## src/rtl/npu_definitions.sv

```systemverilog
// Shared encodings for the NPU vector broadcast path: request modes and
// output-control FSM states.
package npu_definitions;

    localparam int MODE_W   = 2;
    localparam int REPEAT_W = 4;

    typedef enum logic [MODE_W-1:0] {
        MODE_BCAST  = 2'd0,
        MODE_MASKED = 2'd1,
        MODE_RAMP   = 2'd2,
        MODE_RSVD   = 2'd3
    } bcast_mode_e;

    typedef enum logic {
        ST_IDLE = 1'b0,
        ST_EMIT = 1'b1
    } bcast_state_e;

endpackage

```

## src/rtl/bcast_req_fifo.sv

```systemverilog
// Request FIFO for the vector broadcast unit. Show-ahead: rd_data always
// presents the head entry; pop retires it on the clock edge.
module bcast_req_fifo #(
    parameter int WIDTH = 8,
    parameter int DEPTH = 4
) (
    input  logic             clk,
    input  logic             rst_n,
    input  logic             push,
    input  logic [WIDTH-1:0] wr_data,
    input  logic             pop,
    output logic [WIDTH-1:0] rd_data,
    output logic             full,
    output logic             empty
);

    localparam int PTR_W = $clog2(DEPTH);

    logic [WIDTH-1:0] mem [DEPTH];
    logic [PTR_W-1:0] wr_ptr;
    logic [PTR_W-1:0] rd_ptr;
    logic [PTR_W:0]   count;
    logic             do_push;
    logic             do_pop;

    assign full    = (count == (PTR_W + 1)'(DEPTH));
    assign empty   = (count == '0);
    assign do_push = push && !full;
    assign do_pop  = pop && !empty;
    assign rd_data = mem[rd_ptr];

    // Storage write; entries are only read once count says they are valid.
    // NOTE: the memory array is deliberately not reset -- the count already
    // marks every slot invalid, and a reset would turn RAM into flops.
    always_ff @(posedge clk) begin
        if (do_push) begin
            mem[wr_ptr] <= wr_data;
        end
    end

    // Pointers wrap naturally at DEPTH (power of two); simultaneous push and
    // pop leaves the occupancy unchanged.
    always_ff @(posedge clk or negedge rst_n) begin
        if (!rst_n) begin
            // NOTE: sequential state uses non-blocking assignments so every
            // register samples pre-edge values, independent of block order.
            wr_ptr <= '0;
            rd_ptr <= '0;
            count  <= '0;
        end else begin
            if (do_push) wr_ptr <= wr_ptr + 1'b1;
            if (do_pop)  rd_ptr <= rd_ptr + 1'b1;
            case ({do_push, do_pop})
                2'b10:   count <= count + 1'b1;
                2'b01:   count <= count - 1'b1;
                default: count <= count;
            endcase
        end
    end

endmodule

```

## src/rtl/vector_broadcast_unit.sv

```systemverilog
// Vector broadcast unit: queues scalar requests and expands each into a
// LANES-wide vector (broadcast, masked or ramp), re-emitting it in_repeat
// extra times under a valid/ready handshake.
module vector_broadcast_unit
    import npu_definitions::*;
#(
    parameter int DATA_W = 16,
    parameter int LANES  = 16,
    parameter int DEPTH  = 4
) (
    input  logic                    clk,
    input  logic                    rst_n,
    input  logic [DATA_W-1:0]       in_data,
    input  logic [1:0]              in_mode,
    input  logic [LANES-1:0]        in_mask,
    input  logic [3:0]              in_repeat,
    input  logic                    in_valid,
    output logic                    in_ready,
    output logic [LANES*DATA_W-1:0] out_data,
    output logic [LANES-1:0]        out_lane_valid,
    output logic                    out_valid,
    input  logic                    out_ready,
    output logic                    mode_err
);

    localparam int REQ_W = DATA_W + MODE_W + LANES + REPEAT_W;

    bcast_state_e            state;
    logic [REPEAT_W-1:0]     rep_cnt;
    logic                    fifo_seen_q;

    logic                    fifo_push;
    logic                    fifo_pop;
    logic                    fifo_full;
    logic                    fifo_empty;
    logic [REQ_W-1:0]        fifo_wr;
    logic [REQ_W-1:0]        fifo_rd;

    logic [DATA_W-1:0]       head_data;
    bcast_mode_e             head_mode;
    logic [LANES-1:0]        head_mask;
    logic [REPEAT_W-1:0]     head_repeat;

    logic [LANES*DATA_W-1:0] exp_data;
    logic [LANES-1:0]        exp_lane_valid;

    assign in_ready  = !fifo_full;
    assign fifo_push = in_valid && in_ready;
    assign fifo_wr   = {in_repeat, in_mask, in_mode, in_data};

    assign head_data   = fifo_rd[0 +: DATA_W];
    assign head_mode   = bcast_mode_e'(fifo_rd[DATA_W +: MODE_W]);
    assign head_mask   = fifo_rd[DATA_W + MODE_W +: LANES];
    assign head_repeat = fifo_rd[DATA_W + MODE_W + LANES +: REPEAT_W];

    bcast_req_fifo #(
        .WIDTH (REQ_W),
        .DEPTH (DEPTH)
    ) u_fifo (
        .clk     (clk),
        .rst_n   (rst_n),
        .push    (fifo_push),
        .wr_data (fifo_wr),
        .pop     (fifo_pop),
        .rd_data (fifo_rd),
        .full    (fifo_full),
        .empty   (fifo_empty)
    );

    // Pop decision. From IDLE the pop waits for fifo_seen_q, which lags the
    // FIFO's non-empty flag by one cycle, fixing accept-to-valid at 2 cycles.
    // In EMIT the pop is immediate so consecutive vectors have no bubble.
    always_comb begin
        // NOTE: default every always_comb output first so no path infers a latch.
        fifo_pop = 1'b0;
        case (state)
            ST_IDLE: fifo_pop = fifo_seen_q && !fifo_empty;
            ST_EMIT: fifo_pop = out_ready && (rep_cnt == '0) && !fifo_empty;
            default: fifo_pop = 1'b0;
        endcase
    end

    // Lane expansion of the FIFO head; reserved mode falls back to broadcast.
    always_comb begin
        exp_data       = '0;
        exp_lane_valid = '1;
        for (int i = 0; i < LANES; i++) begin
            case (head_mode)
                MODE_MASKED: exp_data[i*DATA_W +: DATA_W] = head_mask[i] ? head_data : '0;
                MODE_RAMP:   exp_data[i*DATA_W +: DATA_W] = head_data + DATA_W'(i);
                default:     exp_data[i*DATA_W +: DATA_W] = head_data;
            endcase
        end
        if (head_mode == MODE_MASKED) begin
            exp_lane_valid = head_mask;
        end
    end

    // Output-control FSM with registered outputs: loads a vector on pop,
    // counts down repeats on each accepted beat, returns to IDLE when drained.
    always_ff @(posedge clk or negedge rst_n) begin
        if (!rst_n) begin
            state          <= ST_IDLE;
            rep_cnt        <= '0;
            fifo_seen_q    <= 1'b0;
            out_valid      <= 1'b0;
            out_data       <= '0;
            out_lane_valid <= '0;
            mode_err       <= 1'b0;
        end else begin
            fifo_seen_q <= !fifo_empty;
            if (fifo_pop) begin
                state          <= ST_EMIT;
                out_valid      <= 1'b1;
                out_data       <= exp_data;
                out_lane_valid <= exp_lane_valid;
                rep_cnt        <= head_repeat;
                if (head_mode == MODE_RSVD) begin
                    mode_err <= 1'b1;
                end
            end else if (state == ST_EMIT && out_ready) begin
                if (rep_cnt != '0) begin
                    rep_cnt <= rep_cnt - 1'b1;
                end else begin
                    out_valid <= 1'b0;
                    state     <= ST_IDLE;
                end
            end
        end
    end

endmodule

```

## config.mk

```make
export PLATFORM = sky130hd
export DESIGN_NAME = vector_broadcast_unit
export DESIGN_NICKNAME = d
export VERILOG_FILES = /design/src/rtl/npu_definitions.sv /design/src/rtl/bcast_req_fifo.sv /design/src/rtl/vector_broadcast_unit.sv
export SDC_FILE = /design/constraint.sdc
export NUM_CORES = 1
export LEC_CHECK = 0
export CORE_ASPECT_RATIO = 0.8
export CORE_MARGIN = 5
export CORE_UTILIZATION = 45
export DETAILED_ROUTE_END_ITERATION = 6
export DONT_BUFFER_PORTS = 1
export GPL_TIMING_DRIVEN = 1
export PLACE_DENSITY_LB_ADDON = 0.05
export SYNTH_ARGS = -nofsm -noshare
export SYNTH_HDL_FRONTEND = slang
export SYNTH_SLANG_ARGS = --single-unit
export TNS_END_PERCENT = 1
```

## constraint.sdc

```tcl
create_clock -name clk -period 8.67 [get_ports clk]
set_input_delay 1.3005 -clock clk [delete_from_list [all_inputs] [get_ports clk]]
set_output_delay 1.3005 -clock clk [all_outputs]
set_load 0.1 [all_outputs]
```

### After elaboration in Yosys (flattened, before gate mapping)

Memories as Yosys holds them, arrays and structs flattened.
Index checks and enable logic that the tools add are counted.

* memory bits (writable): 152
* memories: 1
* output and inout bits: 275
* register bits: 286

Memories
* u_fifo.mem: words 4, width 38, rd ports 1, clocked after Yosys merged registers in 0, write ports 1, RTL line bcast_req_fifo.sv:19 `logic [WIDTH-1:0] mem [DEPTH];`

* equality and inequality tests: 7
* add/subtract/negate cells: 20
* reductions and logical operators: 18
* muxes and demuxes: 43
* bitwise logic cells: 1

Operators by type and width (number)
* $pmux 16 s2: 15
* $mux 16: 18
* $add 16x4->16 const B: 8
* $add 16x3->16 const B: 4
* $add 16x2->16 const B: 2
* $add 16x1->16 const B: 1
* $mux 4: 3
* $logic_and 1x1->1: 7
* $eq 2x2->1 const B: 3
* $pmux 3 s2: 1
* $reduce_and 2->1: 3
* $reduce_bool 2->1: 3
* $mux 1: 5
* $add 2x1->2 const B: 2
* $eq 2x1->1 const B: 2
* $logic_not 4->1: 1
* $reduce_bool 4->1: 1
* $sub 4x1->4 const B: 1
* $add 3x1->3 const B: 1
* $eq 3x3->1 const B: 1
* $logic_not 3->1: 1
* $sub 3x1->3 const B: 1
* $logic_not 1->1: 2
* $ne 2x1->1 const B: 1
* other kinds (2): 2

### Longest topological paths before layout

* word-level depth: 7
* depth in mapped cells: 16
* depth with buffers taken out: 12

### By module

Synthesis repeated with hierarchy kept, for this count alone.

* cell total of the unflattened synthesis: 2198
* area total of the unflattened synthesis: 21727.1 µm²

Modules (own cells, without submodules)
* vector_broadcast_unit: area an instance 15767.6 µm², cells an instance 1962, sequential area each 6981.7 µm², times used 1
* bcast_req_fifo: area an instance 5959.5 µm², cells an instance 236, sequential area each 4739.5 µm², times used 1

### Worst setup path after synthesis

Ideal clock, no wire load.

* kind: in2reg
* start point: in out_ready
* end point: reg u_fifo.count[2]
* stages: 13
* arrival time: 3.772 ns
* path slack: 4.819 ns
* library setup time: 0.079 ns
* path through: and4bb_2 mux2i_1 or2_2 inv_1 buf_2 clkbuf_1 buf_1 ha_1 inv_1 fa_1 xor2_1 nor2_1 xor2_1

* cells in the longest elaborated chain, start to end: 6
* elaborated cells on any way between the ends: 8
* classes of those cells: eq/ne: 2; mux: 2; reduce/logical: 4

Ends and longest elaborated chain
* start, declared: RTL line vector_broadcast_unit.sv:22 `input logic out_ready,`
* $logic_and 1x1->1 * (2 in a row): RTL line vector_broadcast_unit.sv:78 `ST_EMIT: fifo_pop = out_ready && (rep_cnt == '0) && !fifo_empty;`
* $pmux 1 s2 *: RTL line vector_broadcast_unit.sv:76 `case (state)`
* $logic_and 1x1->1 *: RTL line bcast_req_fifo.sv:29 `assign do_pop = pop && !empty;`
* via u_fifo.do_pop: RTL line bcast_req_fifo.sv:24 `logic do_pop;`
* $eq 2x1->1 or $eq 2x2->1 (tied branches): RTL line bcast_req_fifo.sv:53 `case ({do_push, do_pop})`
* $pmux 3 s2 or $reduce_bool 2->1 (tied branches)
* end signal, assigned: RTL line bcast_req_fifo.sv:54 `2'b10: count <= count + 1'b1;`
* end signal, assigned: RTL line bcast_req_fifo.sv:55 `2'b01: count <= count - 1'b1;`
* end signal, assigned: RTL line bcast_req_fifo.sv:56 `default: count <= count;`
* end, declared: RTL line bcast_req_fifo.sv:22 `logic [PTR_W:0] count;`

Mark *: on every way through the listed nets, which the timed path passes. The rest lies on a longest branch.
A chain may end at the register's enable or synchronous reset.

### Final worst setup path

* start point: reg u_fifo.rd_ptr[0]
* end point: reg out_data[223]

* cells in the longest elaborated chain, start to end: 3
* elaborated cells on any way between the ends: 6
* classes of those cells: add/sub: 1; eq/ne: 2; mux: 2; memory: 1

Ends and longest elaborated chain
* start, declared: RTL line bcast_req_fifo.sv:21 `logic [PTR_W-1:0] rd_ptr;`
* start signal, assigned: RTL line bcast_req_fifo.sv:52 `if (do_pop) rd_ptr <= rd_ptr + 1'b1;`
* $mem_v2 4x38 *
* $add 16x4->16 (tied with other cells): RTL line vector_broadcast_unit.sv:90 `MODE_RAMP: exp_data[i*DATA_W +: DATA_W] = head_data + DATA_W'(i);`
* $pmux 16 s2 *: RTL line vector_broadcast_unit.sv:88 `case (head_mode)`
* end signal, assigned: RTL line vector_broadcast_unit.sv:115 `out_data <= exp_data;`
* end, declared: RTL line vector_broadcast_unit.sv:19 `output logic [LANES*DATA_W-1:0] out_data,`

Every way passes the cells marked *; elsewhere a longest branch is shown, timed or not.

==> flow_summary.toml <==
[sta]
tightestPinTransition_ns = 1.36
min_period_over_period_pct = 62.0
slew_violations = 0
period_minus_slack_ns = 5.37
clock.fmax_mhz = 186
skew_ns = 0.0422
rsz0062_at_grt = "no"
finalSetupTns_ns = 0
fin_ws_ns = 3.30
hold_viol_final = 0
setup_viol = 0
max_slew_margin_pct = 9.03

[cells_and_area]
fin_cells = 2622
layout_commonest_cell = "nor2_1"
final_cell_mix = "nor2_1 (291), dfrtp_1 (284), nand2_1 (205)"
fin_util_pct = 49.0
area_growth_pct = 7.79
fill_cells = 4336
nNetsFinal = 2034
drive_gt1_share_pct = 8.60

[status]
status = "finished, final reports clean"

[clock_network]
clock_latency_ns = 0.62
cts_setup_buffers = 0
root_buffer = "clkbuf_16"
cts_resized = 0
cts_buffers = 45
htree_levels = 2
clk_pin_slew_ns = 0.06
cts_tree = "done"
cts_buffer_depth = 3
cts.sinks = 438
cts_hold_buf = 0

[setup_path]
end_kind = "flop"
critPathArrivalTime_ns = 5.90
cp-start-kind = "flop"
cp_max_fo = 46
critPathKind = "flop to flop"
worstPathRequired_ns = 9.20
ff2ff_path_depth = 11

[yosys]
synthesis.nets = 2139
ys_seq_area_share_pct = 55.0
synthArstFlopShare_pct = 65.3
ys.flop_type = "dfrtp_1"
netlist_area_sq_um = 21300
ys_types = 76
syn_avg_cell_area_sq_um = 10.3
ys_warn_count = 0
yosys_register_bits = 438
synth_cells = 2071
synth-edff-count = 152

[floorplanning]
fp.dieW_um = 253
fp-row-count = 71
ios = 317
dieArea_sq_um = 51800
initial_core_util_pct = 45.4
core_area_sq_um = 46900
die_y_um = 205

[grt]
grt_pass1_wl_um = 121000
track_usage_pct = 31.9
grt_pass1_vias = 16200
grt_max_degree = 287
overflow = 0
antenna_found_initial = 4

[routing]
post-route-drc-count = 0
antenna_left = 0
num_vias = 17400
wl_per_cell_um = 32.5
routed_wirelength_um = 85100
drtIter0Drc = 2489
vias_per_cell = 6.62
first_pass_iters = 7

[placed_design]
gp_congestion = 0.971
io_buffers = 0
place_ws_ns = 3.40
dpl.cell_count = 2539
dp_hpwl_um = 57600

[worst_hold_path]
hold_path.class = "primary input to async pin"

[job]
cap_viol_max_count = 0
critical path, cell delays in order, from the launching register on:
cell,delay (ns)
dfrtp_2,0.82
buf_4,0.54
mux4_2,0.36
ha_2,0.16
buf_4,0.36
buf_4,0.57
nand2_2,0.73
buf_4,0.50
nor2_1,0.24
nand2_1,0.29
or4_1,0.59
nand3_1,0.09
metal layers:
layer	vias to the layer above	global-route usage [%]	wire length (um)
met3	190	16.1	13000
li1	7341	-	-
met2	1169	43.0	34600
met4	8	9.73	2910
met1	8657	44.8	34500
met5	-	0.857	94
area by class of cell:
type                    count  area (sq um)  share of cell area, %
diodes                      1          2.50                 0.0109
clock buffers              69          1310                   5.70
clock inverters            13          96.3                  0.419
inverters                  44           170                  0.741
multi-input cells        1408          8660                   37.7
flip-flops and latches    438         11700                   51.0
well taps                 620           776                   3.38
repair buffers             29           230                   1.00
sequential cells by signal (all words and copies together), names as in the netlist:
| name | cells |
|---|---|
| out_data | 256 |
| u_fifo.mem | 152 |
| out_lane_valid | 16 |
| rep_cnt | 4 |
| u_fifo.count | 3 |
| u_fifo.rd_ptr | 2 |
| u_fifo.wr_ptr | 2 |
| fifo_seen_q | 1 |
| mode_err | 1 |
| state | 1 |
per-stage QoR:
| stage | hold WS [ns] | cell area (sq um) |
|---|---|---|
| 2_1_floorplan | 0.464 | 21300 |
| 3_3_place_gp | 0.487 | 21600 |
| 3_5_place_dp | 0.490 | 21600 |
| 4_1_cts | 0.395 | 23000 |
| 5_1_grt | 0.402 | 23000 |
| 6_report | 0.422 | 23000 |
final timing paths:
| check | startpoint | to | slack, ns |
|---|---|---|---|
| min | rst_n | u_fifo.count[1] | 0.42 |
| max | u_fifo.rd_ptr[0] | out_data[223] | 3.30 |
| min reg2reg | u_fifo.count[0] | u_fifo.count[0] | 0.50 |
| max in group asynchronous | rst_n | out_lane_valid[8] | 7.15 |
| max reg2reg | u_fifo.rd_ptr[0] | out_data[223] | 3.30 |
| min in group clk | u_fifo.count[0] | u_fifo.count[0] | 0.50 |
synth_stat cells, types with 10 or more instances:
cell | count | area [sq um]
and3_1 | 19 | 119
nor3_1 | 32 | 160
a31oi_1 | 57 | 357
mux2i_1 | 27 | 270
nand4_1 | 10 | 62.6
xnor2_1 | 17 | 149
buf_2 | 32 | 160
mux4_2 | 37 | 833
a221o_1 | 23 | 230
dfrtp_1 | 286 | 7160
nor2_1 | 292 | 1100
clkbuf_1 | 125 | 469
nand3_1 | 41 | 205
inv_1 | 41 | 154
a21oi_1 | 154 | 771
a22o_1 | 19 | 166
and2_1 | 14 | 87.6
a21o_1 | 16 | 120
ha_1 | 25 | 313
o21ai_0 | 166 | 831
a221oi_1 | 71 | 622
nand2_1 | 206 | 773
a22oi_1 | 26 | 195
buf_1 | 13 | 48.8
o21ai_1 | 12 | 60.1
edfxtp_1 | 152 | 4560
xor2_1 | 16 | 140
cell families (layout without fill, tap and decap cells):
group,after synthesis,count (layout),synth area share (%)
mux,70,70,5.50
other cells,0,1,0
flops,438,438,55.0
fa+ha+maj,26,26,1.56
xor+xnor,33,33,1.36
buf+inv,225,155,4.47
simple gates,661,661,13.5
compound gates,618,618,18.6
Power is not shown: default switching activity piles up to over one toggle a cycle in this logic, so the estimate is an artifact.
